`config.mk`:
```
export PLATFORM = sky130hd
export DESIGN_NAME = uart_bus_arbiter_flat
export DESIGN_NICKNAME = d
export VERILOG_FILES = /design/src/rtl/uart_bus_arbiter_if.sv /design/src/rtl/uart_bus_arbiter.sv /design/src/flat_wrapper.sv
export SDC_FILE = /design/constraint.sdc
export NUM_CORES = 1
export LEC_CHECK = 0
export BUFFER_PORTS_ARGS = -buffer_cell sky130_fd_sc_hd__buf_4
export CORE_AREA = 2 2 121 123
export DETAILED_ROUTE_END_ITERATION = 8
export DIE_AREA = 0 0 123 125
export PLACE_DENSITY_LB_ADDON = 0.25
export SYNTH_ARGS = -nofsm -noshare
export SYNTH_HDL_FRONTEND = slang
export SYNTH_SLANG_ARGS = --single-unit
```
`constraint.sdc`:
```
create_clock -name clk -period 2.1 [get_ports clk]
set_input_delay 0 -clock clk [delete_from_list [all_inputs] [get_ports clk]]
set_output_delay 0 -clock clk [all_outputs]
set_load 0.02 [all_outputs]
```
`src/rtl/uart_bus_arbiter_if.sv`:
```
// Native valid/ready register bus used on both sides of the UART arbiter.
//   valid/wstrb/addr/wdata : request, driven by the bus master
//   ready/rdata            : completion pulse and read data, driven by the slave
// wstrb == 0 marks a read.
interface uart_bus_arbiter_if;
  logic        valid;
  logic        ready;
  logic [3:0]  wstrb;
  logic [31:0] addr;
  logic [31:0] wdata;
  logic [31:0] rdata;

  modport master (output valid, wstrb, addr, wdata, input  ready, rdata);
  modport slave  (input  valid, wstrb, addr, wdata, output ready, rdata);
endinterface

```
`src/rtl/uart_bus_arbiter.sv`:
```
// Two-master arbiter in front of the UART register slave.
// m0 = CPU, m1 = debug/boot-loader engine. Round-robin, one transaction per
// grant, with a mandatory idle cycle after each release so a data-register
// read can never be issued twice back to back. m1 may hold the slave across
// transactions with m1_lock, bounded by LOCK_MAX cycles.
// Ports:
//   clk, resetn  : clock, synchronous active-low reset
//   m0_bus       : CPU request bus (slave side of the arbiter)
//   m1_bus       : debug engine request bus
//   s_bus        : bus to the UART registers (master side of the arbiter)
//   m1_lock      : m1 asks to keep the grant across transactions
//   grant        : one-hot owner, 00 idle / 01 m0 / 10 m1
//   lock_expired : one-cycle pulse when a lock is force-released
module uart_bus_arbiter #(
  parameter int LOCK_MAX = 4096,
  parameter int CNT_W    = 16
) (
  input  logic                 clk,
  input  logic                 resetn,
  uart_bus_arbiter_if.slave    m0_bus,
  uart_bus_arbiter_if.slave    m1_bus,
  uart_bus_arbiter_if.master   s_bus,
  input  logic                 m1_lock,
  output logic [1:0]           grant,
  output logic                 lock_expired
);

  typedef enum logic [1:0] {IDLE = 2'd0, OWN0 = 2'd1, OWN1 = 2'd2} state_e;

  localparam logic [CNT_W-1:0] LOCK_MAX_C = CNT_W'(LOCK_MAX);

  state_e           state_q, state_d;
  logic             last_q,  last_d;   // owner of the last completed handshake
  logic [CNT_W-1:0] cnt_q,   cnt_d;    // cycles spent locked in OWN1

  logic expired;
  assign expired = (cnt_q >= LOCK_MAX_C);

  // State register
  always_ff @(posedge clk) begin
    if (!resetn) begin
      state_q <= IDLE;
      last_q  <= 1'b1;   // m0 wins the first tie
      cnt_q   <= '0;
    end else begin
      state_q <= state_d;
      last_q  <= last_d;
      cnt_q   <= cnt_d;
    end
  end

  // Next-state logic. cnt_d defaults to 0, which clears the counter both on
  // entry to OWN1 and whenever OWN1 is left.
  always_comb begin
    state_d = state_q;
    last_d  = last_q;
    cnt_d   = '0;
    case (state_q)
      IDLE: begin
        if (m0_bus.valid && (!m1_bus.valid || last_q)) state_d = OWN0;
        else if (m1_bus.valid)                         state_d = OWN1;
      end
      OWN0: begin
        if (!m0_bus.valid) begin
          state_d = IDLE;                 // abandoned request
        end else if (s_bus.ready) begin
          state_d = IDLE;
          last_d  = 1'b0;
        end
      end
      OWN1: begin
        if (m1_bus.valid && s_bus.ready) last_d = 1'b1;
        // Stay while a transfer is still in flight (expiry never aborts it),
        // or while the lock is held and the window has not run out.
        if ((m1_bus.valid && !s_bus.ready) || (m1_lock && !expired)) begin
          // Saturate so a very long stalled transfer cannot wrap the count.
          cnt_d = (m1_lock && cnt_q != '1) ? cnt_q + 1'b1 : cnt_q;
        end else begin
          state_d = IDLE;
        end
      end
      default: state_d = IDLE;
    endcase
  end

  // Output logic: owner's request forwarded, completion steered back to it.
  always_comb begin
    grant         = 2'b00;
    lock_expired  = 1'b0;
    s_bus.valid   = 1'b0;
    s_bus.wstrb   = '0;
    s_bus.addr    = '0;
    s_bus.wdata   = '0;
    m0_bus.ready  = 1'b0;
    m0_bus.rdata  = '0;
    m1_bus.ready  = 1'b0;
    m1_bus.rdata  = '0;
    case (state_q)
      OWN0: begin
        grant = 2'b01;
        if (m0_bus.valid) begin
          s_bus.valid  = 1'b1;
          s_bus.wstrb  = m0_bus.wstrb;
          s_bus.addr   = m0_bus.addr;
          s_bus.wdata  = m0_bus.wdata;
          m0_bus.ready = s_bus.ready;
          if (s_bus.ready) m0_bus.rdata = s_bus.rdata;
        end
      end
      OWN1: begin
        grant = 2'b10;
        if (m1_bus.valid) begin
          s_bus.valid  = 1'b1;
          s_bus.wstrb  = m1_bus.wstrb;
          s_bus.addr   = m1_bus.addr;
          s_bus.wdata  = m1_bus.wdata;
          m1_bus.ready = s_bus.ready;
          if (s_bus.ready) m1_bus.rdata = s_bus.rdata;
        end
        // Forced release happens at a handshake, or at once if m1 is idle.
        lock_expired = m1_lock && expired && (s_bus.ready || !m1_bus.valid);
      end
      default: ;
    endcase
  end

endmodule

```
`src/flat_wrapper.sv`:
```
// flat-port wrapper written by rule: the top's interface ports become plain ports
module uart_bus_arbiter_flat 
#(
  parameter int LOCK_MAX = 4096,
  parameter int CNT_W    = 16
)
  (clk, resetn, m1_lock, grant, lock_expired, m0_bus_valid, m0_bus_wstrb, m0_bus_addr, m0_bus_wdata, m0_bus_ready, m0_bus_rdata, m1_bus_valid, m1_bus_wstrb, m1_bus_addr, m1_bus_wdata, m1_bus_ready, m1_bus_rdata, s_bus_valid, s_bus_wstrb, s_bus_addr, s_bus_wdata, s_bus_ready, s_bus_rdata);
  uart_bus_arbiter_if m0_bus_i ();
  uart_bus_arbiter_if m1_bus_i ();
  uart_bus_arbiter_if s_bus_i ();
  input  logic clk;
  input  logic resetn;
  input  logic m1_lock;
  output logic [1:0] grant;
  output logic lock_expired;
  input wire logic [$bits(m0_bus_i.valid)-1:0] m0_bus_valid;
  input wire logic [$bits(m0_bus_i.wstrb)-1:0] m0_bus_wstrb;
  input wire logic [$bits(m0_bus_i.addr)-1:0] m0_bus_addr;
  input wire logic [$bits(m0_bus_i.wdata)-1:0] m0_bus_wdata;
  output wire logic [$bits(m0_bus_i.ready)-1:0] m0_bus_ready;
  output wire logic [$bits(m0_bus_i.rdata)-1:0] m0_bus_rdata;
  input wire logic [$bits(m1_bus_i.valid)-1:0] m1_bus_valid;
  input wire logic [$bits(m1_bus_i.wstrb)-1:0] m1_bus_wstrb;
  input wire logic [$bits(m1_bus_i.addr)-1:0] m1_bus_addr;
  input wire logic [$bits(m1_bus_i.wdata)-1:0] m1_bus_wdata;
  output wire logic [$bits(m1_bus_i.ready)-1:0] m1_bus_ready;
  output wire logic [$bits(m1_bus_i.rdata)-1:0] m1_bus_rdata;
  output wire logic [$bits(s_bus_i.valid)-1:0] s_bus_valid;
  output wire logic [$bits(s_bus_i.wstrb)-1:0] s_bus_wstrb;
  output wire logic [$bits(s_bus_i.addr)-1:0] s_bus_addr;
  output wire logic [$bits(s_bus_i.wdata)-1:0] s_bus_wdata;
  input wire logic [$bits(s_bus_i.ready)-1:0] s_bus_ready;
  input wire logic [$bits(s_bus_i.rdata)-1:0] s_bus_rdata;
  assign m0_bus_i.valid = m0_bus_valid;
  assign m0_bus_i.wstrb = m0_bus_wstrb;
  assign m0_bus_i.addr = m0_bus_addr;
  assign m0_bus_i.wdata = m0_bus_wdata;
  assign m0_bus_ready = m0_bus_i.ready;
  assign m0_bus_rdata = m0_bus_i.rdata;
  assign m1_bus_i.valid = m1_bus_valid;
  assign m1_bus_i.wstrb = m1_bus_wstrb;
  assign m1_bus_i.addr = m1_bus_addr;
  assign m1_bus_i.wdata = m1_bus_wdata;
  assign m1_bus_ready = m1_bus_i.ready;
  assign m1_bus_rdata = m1_bus_i.rdata;
  assign s_bus_valid = s_bus_i.valid;
  assign s_bus_wstrb = s_bus_i.wstrb;
  assign s_bus_addr = s_bus_i.addr;
  assign s_bus_wdata = s_bus_i.wdata;
  assign s_bus_i.ready = s_bus_ready;
  assign s_bus_i.rdata = s_bus_rdata;
  uart_bus_arbiter #(.LOCK_MAX(LOCK_MAX), .CNT_W(CNT_W)) u_core (.clk(clk), .resetn(resetn), .m0_bus(m0_bus_i), .m1_bus(m1_bus_i), .s_bus(s_bus_i), .m1_lock(m1_lock), .grant(grant), .lock_expired(lock_expired));
endmodule
```
; ---- After elaboration in Yosys (flattened, before gate mapping)
; Cells that the tools add are included.
[word_totals]
reg_bits = 19
output_inout_bits = 138
[classes]
eq_ne = 9
mux = 33
reduce_logical = 18
order_cmp = 1
addsub = 1
[ops]
columns = cell, count
row1 = $mux W32, 9
row2 = $pmux W32 S2, 2
row3 = $add A16 B1 Y16 const B, 1
row4 = $ge A16 B13 Y1 const B, 1
row5 = $ne A16 B16 Y1 const B, 1
row6 = $mux W1, 10
row7 = $mux W2, 5
row8 = $mux W4, 2
row9 = $pmux W4 S2, 1
row10 = $logic_and A1 B1 Y1, 7
row11 = $ne A2 B2 Y1 const B, 3
row12 = $pmux W2 S3, 1
row13 = $reduce_and A3 Y1, 2
row14 = $pmux W1 S2, 2
row15 = $pmux W2 S2, 1
row16 = $reduce_and A4 Y1, 1
row17 = $logic_not A1 Y1, 3
row18 = $logic_or A1 B1 Y1, 3
row19 = $ne A3 B2 Y1 const B, 1
row20 = $ne A3 B3 Y1 const B, 1
row21 = $eq A2 B1 Y1 const B, 1
row22 = $eq A2 B2 Y1 const B, 1
row23 = $logic_not A2 Y1, 1
row24 = $ne A2 B1 Y1 const B, 1
row25 = $reduce_bool A2 Y1, 1

; ---- Depth between registers and ports, before layout
[depth]
word_depth = 6
depth_mapped = 8
mapped_depth_nobuf = 6

; ---- Worst setup path after synthesis
; Ideal clock, no wire load.
[synth_path]
path_type = reg-to-output
from = register u_core.state_q[1]
to = output s_bus_addr[0]
stages_incl_launch_ff = 9
t_required_ns = 2.100
arrival_ns = 1.907
setup_slack_ns = 0.193
path_cell_list = dfxtp_1 inv_1 ha_1 and2_1 clkbuf_1 buf_2 buf_1 a22oi_1 nor2b_1
[synth_via]
elab_chain_cells = 2
elab_cells_between_ends = 3
classes_between = eq/ne: 2 / mux: 1
[synth_lines]
columns = item, line
row1 = from (decl), uart_bus_arbiter.sv:32  ; state_e state_q, state_d;
row2 = from (signal assigned), uart_bus_arbiter.sv:46  ; state_q <= state_d;
row3 = $eq A2 B2 Y1 or $eq A2 B1 Y1 (tied branches), uart_bus_arbiter.sv:98  ; case (state_q)
row4 = $pmux W32 S2 (*), uart_bus_arbiter.sv:98
row5 = to (decl), flat_wrapper.sv:30  ; output wire logic [$bits(s_bus_i.addr)-1:0] s_bus_addr;
; Every way passes the cells marked *; elsewhere a longest branch is shown, timed or not.

; ---- Final worst setup path
[layout_path]
from = register u_core.state_q[0]
to = output s_bus_wdata[7]
[layout_via]
elab_chain_cells = 2
elab_cells_between_ends = 3
classes_between = eq/ne: 2 / mux: 1
[layout_lines]
columns = item, line
row1 = $eq A2 B2 Y1 or $eq A2 B1 Y1 (tied branches), uart_bus_arbiter.sv:98
row2 = $pmux W32 S2 (*), uart_bus_arbiter.sv:98
row3 = to (decl), flat_wrapper.sv:31  ; output wire logic [$bits(s_bus_i.wdata)-1:0] s_bus_wdata;
; Marks and branches as above.

==> out/results.ini <==
[finish]
fillerInstances = 1520
final_common_cell = buf_4
regArea_um2 = 380
syn2layout_area_growth_pct = 101
layout_common_cells = buf_4, nor2b_1, a22oi_1
multi_input_area_mm2 = 0.00206
instances_no_fill = 843
antenna-diode-count = 0
drive_gt1_frac = 0.504
fin_util = 0.370
nets = 839

[critical_path]
worstReg2RegStart = u_core.cnt_q[1]
crit_slowest_cell = dfxtp_1
cp-end-kind = output port
crit_required_ps = 2100
critPathKind = flop to output port
startpoint = u_core.state_q[0]
arrival_ps = 1980
cp-start-kind = flop
cp_cell_sequence = inv_1 > ha_2 > and2_2 > buf_12 > a22oi_1 > nor2b_1 > buf_4
max_stage_delay_ps = 360
critPathMaxFanout = 34
reg2reg_slack_ps = 370

[detailed_routing]
num_vias = 3833
firstDrtPassIters = 4
drt_iter0_drc = 243
ant_nets = 0
post_drt_via_cell_ratio = 4.55
wire_per_inst_um = 16.9
drc_errors = 0
drt-total-wl_um = 14300

[synth]
syn_area_mm2 = 0.00261
syn_nets = 548
seq_area_frac_synth = 0.146
synth_warnings = 0
avgSynthCellArea_um2 = 7.07
ys_types = 46
synth_seq_cells = 19
ys.flop_type = dfxtp_1
synthCells = 369
synth_edf_count = 0
async_flop_share = 0

[pwr]
switchingPower_uw = 601
p_sw_frac = 0.344
p_int_mw = 1.14
combPwrFrac = 0.558
p_per_area_mw_per_mm2 = 333
ir_drop_v = 0.000200
p_clk_frac = 0.227
seq_power_share = 0.215
total_power_mw = 1.75
static-leakage-power_nw = 2.42

[clocking]
ctsHtreeMaxLevel = 1
cts_tree = built
clock_path_buffers = 2
clock_sinks = 19
post-cts-setup-buffers = 0
clockRootBuffer = clkbuf_16
clk_pin_slew_worst_paths_ps = 60
clkLatencyLatePin_ps = 250
cts_buffers = 3

[place]
dp_worst_setup_slack_ps = 256
dp_hpwl_um = 11600
gp_congestion = 0.801
io_buffers = 311
dp_cells = 837

[hold_path]
hold_path.class = primary input to flop
hp-start = m1_lock

[grt]
grt_pass1_wl_um = 20200
gr-total-overflow = 0
grt_usage = 0.168
grt_max_degree = 70
grt_pass1_vias = 3640
antenna_found_initial = 0

[sta]
finalCriticalPeriod_ps = 1980
hold_viol = 0
skew_ps = 1.38
relSlewSlack = 0.677
tns_ps = 0
worstMarginPinSlew_ps = 484
min_period_over_period = 0.942
rsz0062_at_grt = false
fmax_mhz = 506
finalMaxSlewViolations = 0
setup_viol = 0
setup_ws_ps = 123

[die]
boundaryPins = 312
row_count = 44
dieArea_mm2 = 0.0154
start_util = 0.184
die_w_um = 123
die_y_um = 125
coreArea_mm2 = 0.0142

[run]
cap_violations = 0

[outcome]
status = finished clean

==> sequential cells by signal, summed over array words and instances, names as in the netlist <==
register	cells
u_core.last_q	1
u_core.cnt_q	16
u_core.state_q	2
==> through the flow <==
stage | cell area [µm²] | hold slack (ps)
finish | 5250 | 40.6
global route | 5250 | 74.5
CTS | 5220 | 46.1
detailed placement | 5130 | 236
global placement | 5130 | 236
floorplan | 2610 | 76.2
==> critical path, delay by kind of cell (launching register included) <==
family,cells,cell delay [ps]
compound gates,1,350
fa+ha+maj,1,230
buf+inv,3,440
simple gates,2,340
flops,1,360
==> power by group through the flow <==
stage,clock network [mW],logic (mW),registers (mW)
3_5_place_dp,0,0.970,0.383
6_report,0.396,0.975,0.375
3_3_place_gp,0,0.955,0.382
5_1_grt,0.420,1.06,0.376
2_1_floorplan,0,0.475,0.381
4_1_cts,0.404,0.977,0.375
==> cells in the mapped netlist (2+ instances only) <==
master | number | share of area
a22oi_1 | 69 | 0.20
nor2b_1 | 69 | 0.17
and2_1 | 68 | 0.16
clkbuf_1 | 25 | 0.036
dfxtp_1 | 19 | 0.15
nand2_1 | 14 | 0.020
a21oi_1 | 12 | 0.023
inv_1 | 8 | 0.012
or3_1 | 7 | 0.017
and3_1 | 6 | 0.014
o21ai_1 | 6 | 0.012
ha_1 | 5 | 0.024
nand3_1 | 5 | 0.0096
nand4_1 | 5 | 0.012
nor2_1 | 5 | 0.0072
o21ai_0 | 5 | 0.0096
buf_2 | 4 | 0.0077
and4_1 | 3 | 0.010
or4_1 | 3 | 0.0086
a21o_1 | 2 | 0.0058
buf_1 | 2 | 0.0029
buf_6 | 2 | 0.0086
nand2b_1 | 2 | 0.0048
==> cells by family (layout without fill, tap and decap cells) <==
logic type / count (synthesis) / in the layout / share of synthesized area
DFF: 19 / 19 / 0.146
xor gates and xnor gates: 2 / 2 / 0.00672
muxes: 1 / 1 / 0.00384
buffers and inverters: 42 / 332 / 0.0695
AOI/OAI and AO/OA: 108 / 108 / 0.299
and+or+nand+nor: 192 / 192 / 0.451
adders and majority gates: 5 / 5 / 0.0240
==> routing by layer <==
layer  share of wire  vias to the layer above  GRT usage
met5               0                        -          0
met4          0.0081                        0     0.0221
met3            0.13                        8     0.0757
met2            0.49                      176      0.294
met1            0.37                     1751      0.191
li1                -                     1898          -
==> area by class of cell <==
type,instances,area share
tap,184,0.0439
clock buffer,3,0.0143
multi-input combinational,308,0.392
clock inverter,1,0.000953
sequential,19,0.0724
timing repair buffer,320,0.471
inverter,8,0.00572
==> what timing repair did <==
item / in CTS / in global routing
gates resized for setup: 1 / 1
setup endpoints to repair: 1 / 9
hold buffers: 1 / 0
endpoints found under the hold margin: 1 / 0
cloned: 0 / 1
==> worst paths after layout <==
path | cells past startpoint | to
max | 7 | s_bus_wdata[7]
min | 2 | u_core.cnt_q[4]
max reg2reg | 6 | u_core.cnt_q[0]
min reg2reg | 2 | u_core.cnt_q[10]
Power figures use the tool's default switching activity.
